==> src/rtl/branch_cmp_pipe_pkg.sv <==
// rtl/branch_cmp_pipe_pkg.sv - shared compare-mode encodings and result resolution
package branch_cmp_pipe_pkg;

  localparam int CMP_MODE_W = 3;

  typedef enum logic [CMP_MODE_W-1:0] {
    CMP_EQ = 3'd0,
    CMP_NE = 3'd1,
    CMP_LT = 3'd2,
    CMP_LE = 3'd3,
    CMP_GT = 3'd4,
    CMP_GE = 3'd5
  } cmp_mode_e;

  // Reduce the two primitive flags to the requested relation; codes 6/7 are never true.
  function automatic logic cmp_resolve(input logic [CMP_MODE_W-1:0] mode,
                                       input logic eq,
                                       input logic lt);
    logic r;
    r = 1'b0;
    case (mode)
      CMP_EQ:  r = eq;
      CMP_NE:  r = !eq;
      CMP_LT:  r = lt;
      CMP_LE:  r = lt | eq;
      CMP_GT:  r = !lt & !eq;
      CMP_GE:  r = !lt;
      default: r = 1'b0;
    endcase
    return r;
  endfunction

endpackage

==> src/rtl/cmp_core.sv <==
// rtl/cmp_core.sv - combinational equality and less-than flags, signed or unsigned
module cmp_core #(
  parameter int WIDTH = 32
) (
  input  logic [WIDTH-1:0] a,
  input  logic [WIDTH-1:0] b,
  input  logic             uns,
  output logic             eq,
  output logic             lt
);

  // Direct magnitude compare; avoids deriving lt from the sign of a-b.
  always_comb begin
    eq = (a == b);
    if (uns) lt = (a < b);
    else     lt = ($signed(a) < $signed(b));
  end

endmodule

==> src/rtl/branch_cmp_pipe.sv <==
// rtl/branch_cmp_pipe.sv - two-stage branch comparator with handshake, flush and statistics
module branch_cmp_pipe
  import branch_cmp_pipe_pkg::*;
#(
  parameter int WIDTH = 32,
  parameter int TAG_W = 5,
  parameter int CNT_W = 16
) (
  input  logic                  clk,
  input  logic                  reset,
  input  logic                  in_valid,
  output logic                  in_ready,
  input  logic [WIDTH-1:0]      src_a,
  input  logic [WIDTH-1:0]      src_b,
  input  logic [CMP_MODE_W-1:0] mode,
  input  logic                  uns,
  input  logic [TAG_W-1:0]      tag_in,
  input  logic                  flush,
  input  logic                  clr_cnt,
  output logic                  out_valid,
  input  logic                  out_ready,
  output logic                  res,
  output logic [TAG_W-1:0]      tag_out,
  output logic [CNT_W-1:0]      taken_cnt,
  output logic [CNT_W-1:0]      total_cnt
);

  logic                  cmp_eq, cmp_lt;
  logic                  s1_valid, s1_eq, s1_lt;
  logic [CMP_MODE_W-1:0] s1_mode;
  logic [TAG_W-1:0]      s1_tag;
  logic                  s2_valid;
  logic                  s2_adv, s1_adv, accept, out_hs;

  cmp_core #(.WIDTH(WIDTH)) u_cmp_core (
    .a   (src_a),
    .b   (src_b),
    .uns (uns),
    .eq  (cmp_eq),
    .lt  (cmp_lt)
  );

  // Stage advance chain; out_ready feeds in_ready combinationally so a full pipe restarts at once.
  always_comb begin
    s2_adv   = !s2_valid | out_ready;
    s1_adv   = !s1_valid | s2_adv;
    in_ready = s1_adv;
    accept   = in_valid & s1_adv;
    out_hs   = s2_valid & out_ready;
  end

  assign out_valid = s2_valid;

  // Stage 1: capture compare flags, mode and tag of an accepted request.
  always_ff @(posedge clk) begin
    if (reset) begin
      s1_valid <= 1'b0;
      s1_eq    <= 1'b0;
      s1_lt    <= 1'b0;
      s1_mode  <= '0;
      s1_tag   <= '0;
    end else if (flush) begin
      s1_valid <= 1'b0;
    end else if (s1_adv) begin
      s1_valid <= accept;
      if (accept) begin
        s1_eq   <= cmp_eq;
        s1_lt   <= cmp_lt;
        s1_mode <= mode;
        s1_tag  <= tag_in;
      end
    end
  end

  // Stage 2: resolve the relation; result and tag only move when the stage advances.
  always_ff @(posedge clk) begin
    if (reset) begin
      s2_valid <= 1'b0;
      res      <= 1'b0;
      tag_out  <= '0;
    end else if (flush) begin
      s2_valid <= 1'b0;
    end else if (s2_adv) begin
      s2_valid <= s1_valid;
      if (s1_valid) begin
        res     <= cmp_resolve(s1_mode, s1_eq, s1_lt);
        tag_out <= s1_tag;
      end
    end
  end

  // Saturating statistics; clear wins over a same-cycle handshake, flush does not suppress counting.
  always_ff @(posedge clk) begin
    if (reset || clr_cnt) begin
      taken_cnt <= '0;
      total_cnt <= '0;
    end else if (out_hs) begin
      if (total_cnt != {CNT_W{1'b1}}) total_cnt <= total_cnt + 1'b1;
      if (res && (taken_cnt != {CNT_W{1'b1}})) taken_cnt <= taken_cnt + 1'b1;
    end
  end

endmodule

==> config.mk <==
export PLATFORM = sky130hd
export DESIGN_NAME = branch_cmp_pipe
export DESIGN_NICKNAME = d
export VERILOG_FILES = /design/src/rtl/branch_cmp_pipe_pkg.sv /design/src/rtl/cmp_core.sv /design/src/rtl/branch_cmp_pipe.sv
export SDC_FILE = /design/constraint.sdc
export NUM_CORES = 1
export LEC_CHECK = 0
export ABC_CLOCK_PERIOD_IN_PS = 1900
export CAP_MARGIN = 20
export CORE_ASPECT_RATIO = 0.75
export CORE_MARGIN = 1
export CORE_UTILIZATION = 39
export DETAILED_ROUTE_END_ITERATION = 8
export PLACE_DENSITY = 0.84
export SLEW_MARGIN = 20
export SYNTH_ARGS = -nofsm -noshare
export SYNTH_HDL_FRONTEND = slang
export SYNTH_SLANG_ARGS = --single-unit
export TNS_END_PERCENT = 20
==> constraint.sdc <==
create_clock -name clk -period 1.9 [get_ports clk]
set_input_delay 0.285 -clock clk [delete_from_list [all_inputs] [get_ports clk]]
set_output_delay 0.285 -clock clk [all_outputs]
set_load 0.03 [all_outputs]
==> summary.txt <==
Timing
  – Min Tclk post-route: 1.90 ns
  – Final Skew: 0.00656 ns
  – Fmax: between 500 and 600 MHz
  – Final Setup Violations: 0
  – Final hold vios: 0
  – Slew HR: between 50 and 60%
  – TNS Setup: 0 ns
  – Fin crit share: between 90 and 100%
  – Slew @ Worst Pin: 0.623 ns
  – Final Max Slew Viols: 0
  – Hold_ws: ~0.5 ns
  – RSZ-0062 raised after global routing: true

Yosys
  – Top-area cell type share of the netlist area: 34.4%
  – Distinct cells, synth: 39
  – Predominant post-synthesis flop cell: dfxtp_1
  – Asr flop ratio synth: 0%
  – Yosys top cell by area: dfxtp_1
  – Synthesized flop and latch total: 50
  – Most common cell in the netlist: nor2_1
  – Synth area leaders: dfxtp_1, ha_1, nor2_1
  – Seq/Total Area, Yosys: 34.4%
  – Synthesized instance count: 349
  – Synth cell count leaders: nor2_1, dfxtp_1, inv_1
  – EDFF count, synth: 0
  – Synthesized area: 2910 um2
  – Syn Nets: 462
  – Ys Warns: 0
  – Mean Syn Cell Area: 8.34 um2

Critical path
  – Crit end category: flip-flop
  – Critical path type: in2reg
  – Critical Path RT: about 2.1 ns
  – Worst r2r src: total_cnt[1]
  – Worst Path Arrival: 2.13 ns
  – Worst setup SP type: input port
  – Worst Setup SP: src_b[5]
  – Crit path max fanout: 2

Placement
  – Detailed placement HPWL: around 6200 um
  – GP Congestion: 0.821
  – Port Buffers: 118

Pwr
  – Leak Pwr: 1.97 nW
  – Design Power: 0.00214 W
  – Worst ir drop on vdd: 0.350 mV
  – Power per cell area: 453 nW/um2

Global route
  – Initial antenna violation count: 0
  – Vias in the first global route: between 3000 and 4000
  – Pin count of the biggest net entering global routing: 33
  – First-pass GRT wire length: 13000 um
  – Tot GR Track Use: slightly above 20%
  – Grt total ovfl: 0

Final layout
  – ANT cells: 0
  – Layout Nets: 611
  – # fillers: 605
  – Area Growth Syn to Fin: 62.4%
  – Share of cells above drive strength 1: 16.6%

Clocking
  – Clk buf depth: 2
  – CTS Sinks: 50
  – Cts bufs inserted: 5
  – Depth of the CTS H-tree: 2
  – Clock transition at path regs: 0.09 ns
  – CTS tree: done
  – Clock Tree Root: clkbuf_8
  – # hold bufs at CTS: 0
  – Worst-Skew Late Latency: a little under 0.3 ns

Status
  – Status: finished, final reports clean

Die
  – Site Rows: 26
  – Initial Util: 41.4%
  – Die Span X: around 100 um
  – Die Span Y: 76.8 um
  – Top-level I/O count: 119
  – Die area: between 7000 and 8000 um2
  – Core Footprint: 7030 um2

Route
  – Wire per inst: 13.2 um
  – First DRT Iteration DRCs: 61
  – Via-to-Cell Ratio: between 4 and 5
  – Vias post-DR: 2980
  – DRT Wirelength: just under 8000 um
  – Post-route ant nets: 0
  – DR pass1 iterations: 6
  – Number of remaining DRC errors: 0

Run
  – Max cap viols: 0

Hold path
  – Worst min-delay path category: reg2reg
  – Worst Hold Launch: s1_tag[1]
-- cells by family after synthesis --
logic type	Yosys count	share of synthesized area, %
simple gates	142	23.8
flops	50	34.4
buf+inv	43	5.59
compound gates	37	8.08
fa+ha+maj	34	14.6
xor+xnor	29	8.72
mux	14	4.81
-- flip-flops by register name, indices dropped and copies added, names as in the netlist --
name	count
taken_cnt	16
total_cnt	16
s1_tag	5
tag_out	5
s1_mode	3
out_valid	1
res	1
s1_eq	1
s1_lt	1
s1_valid	1
-- per-layer routing --
layer  global-route usage, %  routed length (um)
met2                    37.2                3930
met1                    24.1                3440
met4                    4.35                  92
met5                       0                   0
met3                    5.20                 447
-- critical path: stages --
cell,delay (ns)
clkdlybuf4s50_1,0.46
inv_1,0.04
ha_1,0.28
a21o_1,0.18
a221o_1,0.35
a221oi_2,0.31
a21oi_1,0.12
o21ai_1,0.12
-- path summary, 6_finish.rpt --
check	cells past startpoint	slack, ns	endpoint
setup / recovery	8	0.005	s1_lt
hold / removal	2	0.51	tag_out[1]
hold reg to reg	2	0.51	tag_out[1]
setup reg to reg	7	0.08	total_cnt[7]
-- final cells by class --
| class | instances | area, um2 | share of cell area (%) |
|---|---|---|---|
| Clock inverter | 2 | 12.5 | 0.265 |
| Tap cell | 98 | 123 | 2.59 |
| Sequential cell | 50 | 1010 | 21.3 |
| Timing Repair Buffer | 149 | 1400 | 29.6 |
| Clock buffer | 6 | 82.6 | 1.75 |
| Inverter | 36 | 135 | 2.86 |
| Multi-Input combinational cell | 256 | 1970 | 41.6 |
-- cell usage in the layout (no fill, tap or decap), types with 8 or more instances in the layout --
| cell type | count |
|---|---|
| clkdlybuf4s50_1 | 93 |
| nor2_1 | 52 |
| dfxtp_1 | 46 |
| buf_4 | 32 |
| inv_1 | 28 |
| nand2_1 | 22 |
| ha_1 | 22 |
| xor2_1 | 20 |
| nand4_1 | 17 |
| a21oi_1 | 16 |
| mux2i_1 | 14 |
| dlygate4sd2_1 | 14 |
| nand3_1 | 12 |
| ha_4 | 10 |
| xnor2_1 | 9 |
| inv_2 | 8 |
| nor3_1 | 8 |
-- report_power, final --
part | leakage (nW) | switching, W | internal [W]
registers | 0.406 | 0.00000945 | 0.00106
clock network | 0.0472 | 0.000351 | 0.000293
logic | 1.51 | 0.000174 | 0.000258
total | 1.97 | 0.000534 | 0.00161
-- metrics by stage --
step / setup slack, ns / util [%] / std cells / instance area [um2]
after CTS: 0.00674 / 66.0 / 596 / 4640
final: 0.00468 / 67.3 / 597 / 4730
after floorplan: -0.00893 / - / 349 / 2920
after detailed placement: -0.598 / 62.7 / 586 / 4400
after global routing: -0.0389 / 67.3 / 597 / 4730
after global placement: -0.525 / 62.7 / 586 / 4400
-- repair_timing --
action                     in CTS  in global routing
pin swaps                      19                 11
setup endpoints to repair       2                 19
resized for setup              50                 21
buffers inserted                2                  1
hold endpoints to repair        0                  0
cloned                          0                  0
Power figures use the tool's default switching activity.
==> edit (same flow settings) <==
Register the output `taken_cnt` once more, without a reset; this adds one clock of latency there. The other outputs are not delayed to match.
--- a/src/rtl/branch_cmp_pipe.sv
+++ b/src/rtl/branch_cmp_pipe.sv
@@ -25,4 +25,6 @@
   output logic [CNT_W-1:0]      total_cnt
 );
+
+  logic [CNT_W-1:0] taken_cnt_s0;
 
   logic                  cmp_eq, cmp_lt;
@@ -93,10 +95,14 @@
   always_ff @(posedge clk) begin
     if (reset || clr_cnt) begin
-      taken_cnt <= '0;
+      taken_cnt_s0 <= '0;
       total_cnt <= '0;
     end else if (out_hs) begin
       if (total_cnt != {CNT_W{1'b1}}) total_cnt <= total_cnt + 1'b1;
-      if (res && (taken_cnt != {CNT_W{1'b1}})) taken_cnt <= taken_cnt + 1'b1;
+      if (res && (taken_cnt_s0 != {CNT_W{1'b1}})) taken_cnt_s0 <= taken_cnt_s0 + 1'b1;
     end
+  end
+
+  always_ff @(posedge clk) begin
+    taken_cnt <= taken_cnt_s0;
   end
 
Function: changed (a bounded check fails within 4 cycles, from zero or initial values and one cycle with reset high).
==> edit against the unedited design <==
Worst setup slack gained 0.043 ns. Area after synthesis grew 12%. Critical path type unchanged. Routed wire length grew 11%. Cell area grew 10%. Sequential cell count grew 16. Fmax grew 2.3%. Non-clock buffer count grew 2. Largest power group unchanged. Total power grew 45%. Clock skew shrank 0.00052 ns.
==> edit: results <==
export IMPL_status="finished, final reports clean"
export IMPL_p_leak_nw=2.15
export IMPL_dr_total_vias=3176
export IMPL_critical_path_slowest_cell="clkdlybuf4s50_1"
export IMPL_yosysSeqAreaShare=0.405
export IMPL_drive_gt1_frac=0.170
export IMPL_largestRegisters="taken_cnt (16), taken_cnt_s0 (16), total_cnt (16)"
export IMPL_grt_pass1_wl_mm=14.2
export IMPL_n_fill_cell=641
export IMPL_layout_nets=639
export IMPL_rr_endpoint="total_cnt[15]"
export IMPL_htree_levels=3
export IMPL_hp_class="flop to flop"
export IMPL_ys_top_cells_by_area="dfxtp_1 (40%), ha_1 (13%), nor2_1 (5.9%), mux2i_1 (4.6%), inv_1 (4.4%)"
export IMPL_cts_buffers_inserted=9
export IMPL_synth_nets=485
export IMPL_antenna_found_initial=0
export IMPL_place_hpwl_mm=6.84
export IMPL_root_buffer="clkbuf_8"
export IMPL_synthMuxAreaShare=0.0460
export IMPL_place_gp_congestion=0.769
export IMPL_slew_headroom=0.571
export IMPL_startpoint="src_a[28]"
export IMPL_async_flop_share=0
export IMPL_grt_max_degree=33
export IMPL_first_iter_violations=70
export IMPL_crit_fanout=2
export IMPL_synthXorXnorAreaFrac=0.0590
export IMPL_fin_skew_ns=0.00603
export IMPL_irDropWorstVdd_mv=0.439
export IMPL_reg2reg_depth=7
export IMPL_synth_compound_area_share=0.0974
export IMPL_crit_path_max_incr_delay_ns=0.40
export IMPL_first_pass_iters=4
export IMPL_r2r_start="total_cnt[0]"
export IMPL_synth_fa_ha_area_frac=0.130
export IMPL_path_clk_slew_ns=0.07
export IMPL_yosysUniqueCellTypes=40
export IMPL_wl_mm=8.81
export IMPL_synthTopCellsByCount="dfxtp_1 (66), nor2_1 (51), inv_1 (38)"
export IMPL_clkLatencyLatePin_ns=0.34
export IMPL_grt_pass1_vias=3095
export IMPL_synth_warnings=0
export IMPL_crit_path_end="s1_lt"
export IMPL_crit_arrival_ns=2.08
export IMPL_gr_usage_all_layers=0.210
export IMPL_r2r_setup_slack_ns=0.14
export IMPL_antenna_cells=0
## edit: cell count changes in the layout (fill, tap and decap cells not counted), moves of 4 or more
cell,change
or3_1,+5
a21oi_2,+4
xor2_1,-9
nor3_1,-5
nand2_1,-4
dfxtp_1,+17
nand4_1,-6
o21ai_0,+8
## edit: report_power, final
group / leakage, nW / switching, mW / internal (mW)
clock network: 0.0984 / 0.514 / 0.729
logic: 1.52 / 0.193 / 0.277
registers: 0.534 / 0.0100 / 1.40
total: 2.15 / 0.717 / 2.40
## edit: area by class of cell
cell class / instances / area [um2] / area share
inverter: 38 / 143 / 0.0274
timing repair buffer: 151 / 1420 / 0.272
clock buffer: 10 / 128 / 0.0245
multi-input combinational: 260 / 1980 / 0.380
sequential: 66 / 1330 / 0.255
clock inverter: 5 / 80.1 / 0.0154
tap: 105 / 131 / 0.0253
## edit: stage by stage
stage                     power, mW  cell area, um2  instances  worst slack, ns
after floorplan                1.60            3260        372          0.00193
after global placement         1.82            4750        615           -0.511
after detailed placement       1.84            4750        615           -0.596
after CTS                      3.12            5100        633         0.000448
after global routing           3.25            5200        635          -0.0246
final                          3.12            5200        635           0.0472
## edit: per-layer routing
metal,track usage,part of all wire,up-vias
li1,-,-,1595
met1,0.246,0.43,1475
met2,0.363,0.50,82
met3,0.0642,0.049,24
met4,0.0808,0.023,0
met5,0,0,-
## edit: kinds of logic after synthesis
family / count (synthesis)
AO/OA/AOI/OAI: 53
XOR/XNOR: 22
adder cells (fa/ha/maj): 34
buffers and inverters: 46
flip-flops: 66
multiplexers: 15
AND/OR/NAND/NOR: 136
## edit: critical path, delay by kind of cell
| kind | cells | cell delay, ns |
|---|---|---|
| buf+inv | 4 | 0.81 |
| simple gates | 2 | 0.15 |
| compound gates | 4 | 0.54 |
| fa+ha+maj | 1 | 0.29 |
## edit: how the worst min path moves through the flow
stage / cells after the start / from / end / slack [ns]
after global placement: 0 / taken_cnt_s0[4] / taken_cnt[4] / 0.37
after detailed placement: 0 / taken_cnt_s0[4] / taken_cnt[4] / 0.38
after global routing: 0 / taken_cnt_s0[4] / taken_cnt[4] / 0.40
after floorplan: 0 / taken_cnt_s0[4] / taken_cnt[4] / 0.35
final: 0 / taken_cnt_s0[13] / taken_cnt[13] / 0.38
after CTS: 0 / taken_cnt_s0[13] / taken_cnt[13] / 0.39
## edit: repair_timing
item	in CTS	in global routing
endpoints found under the setup margin	2	18
pin swaps	19	16
cloned	0	0
buffers inserted	4	2
gates resized for setup	45	21
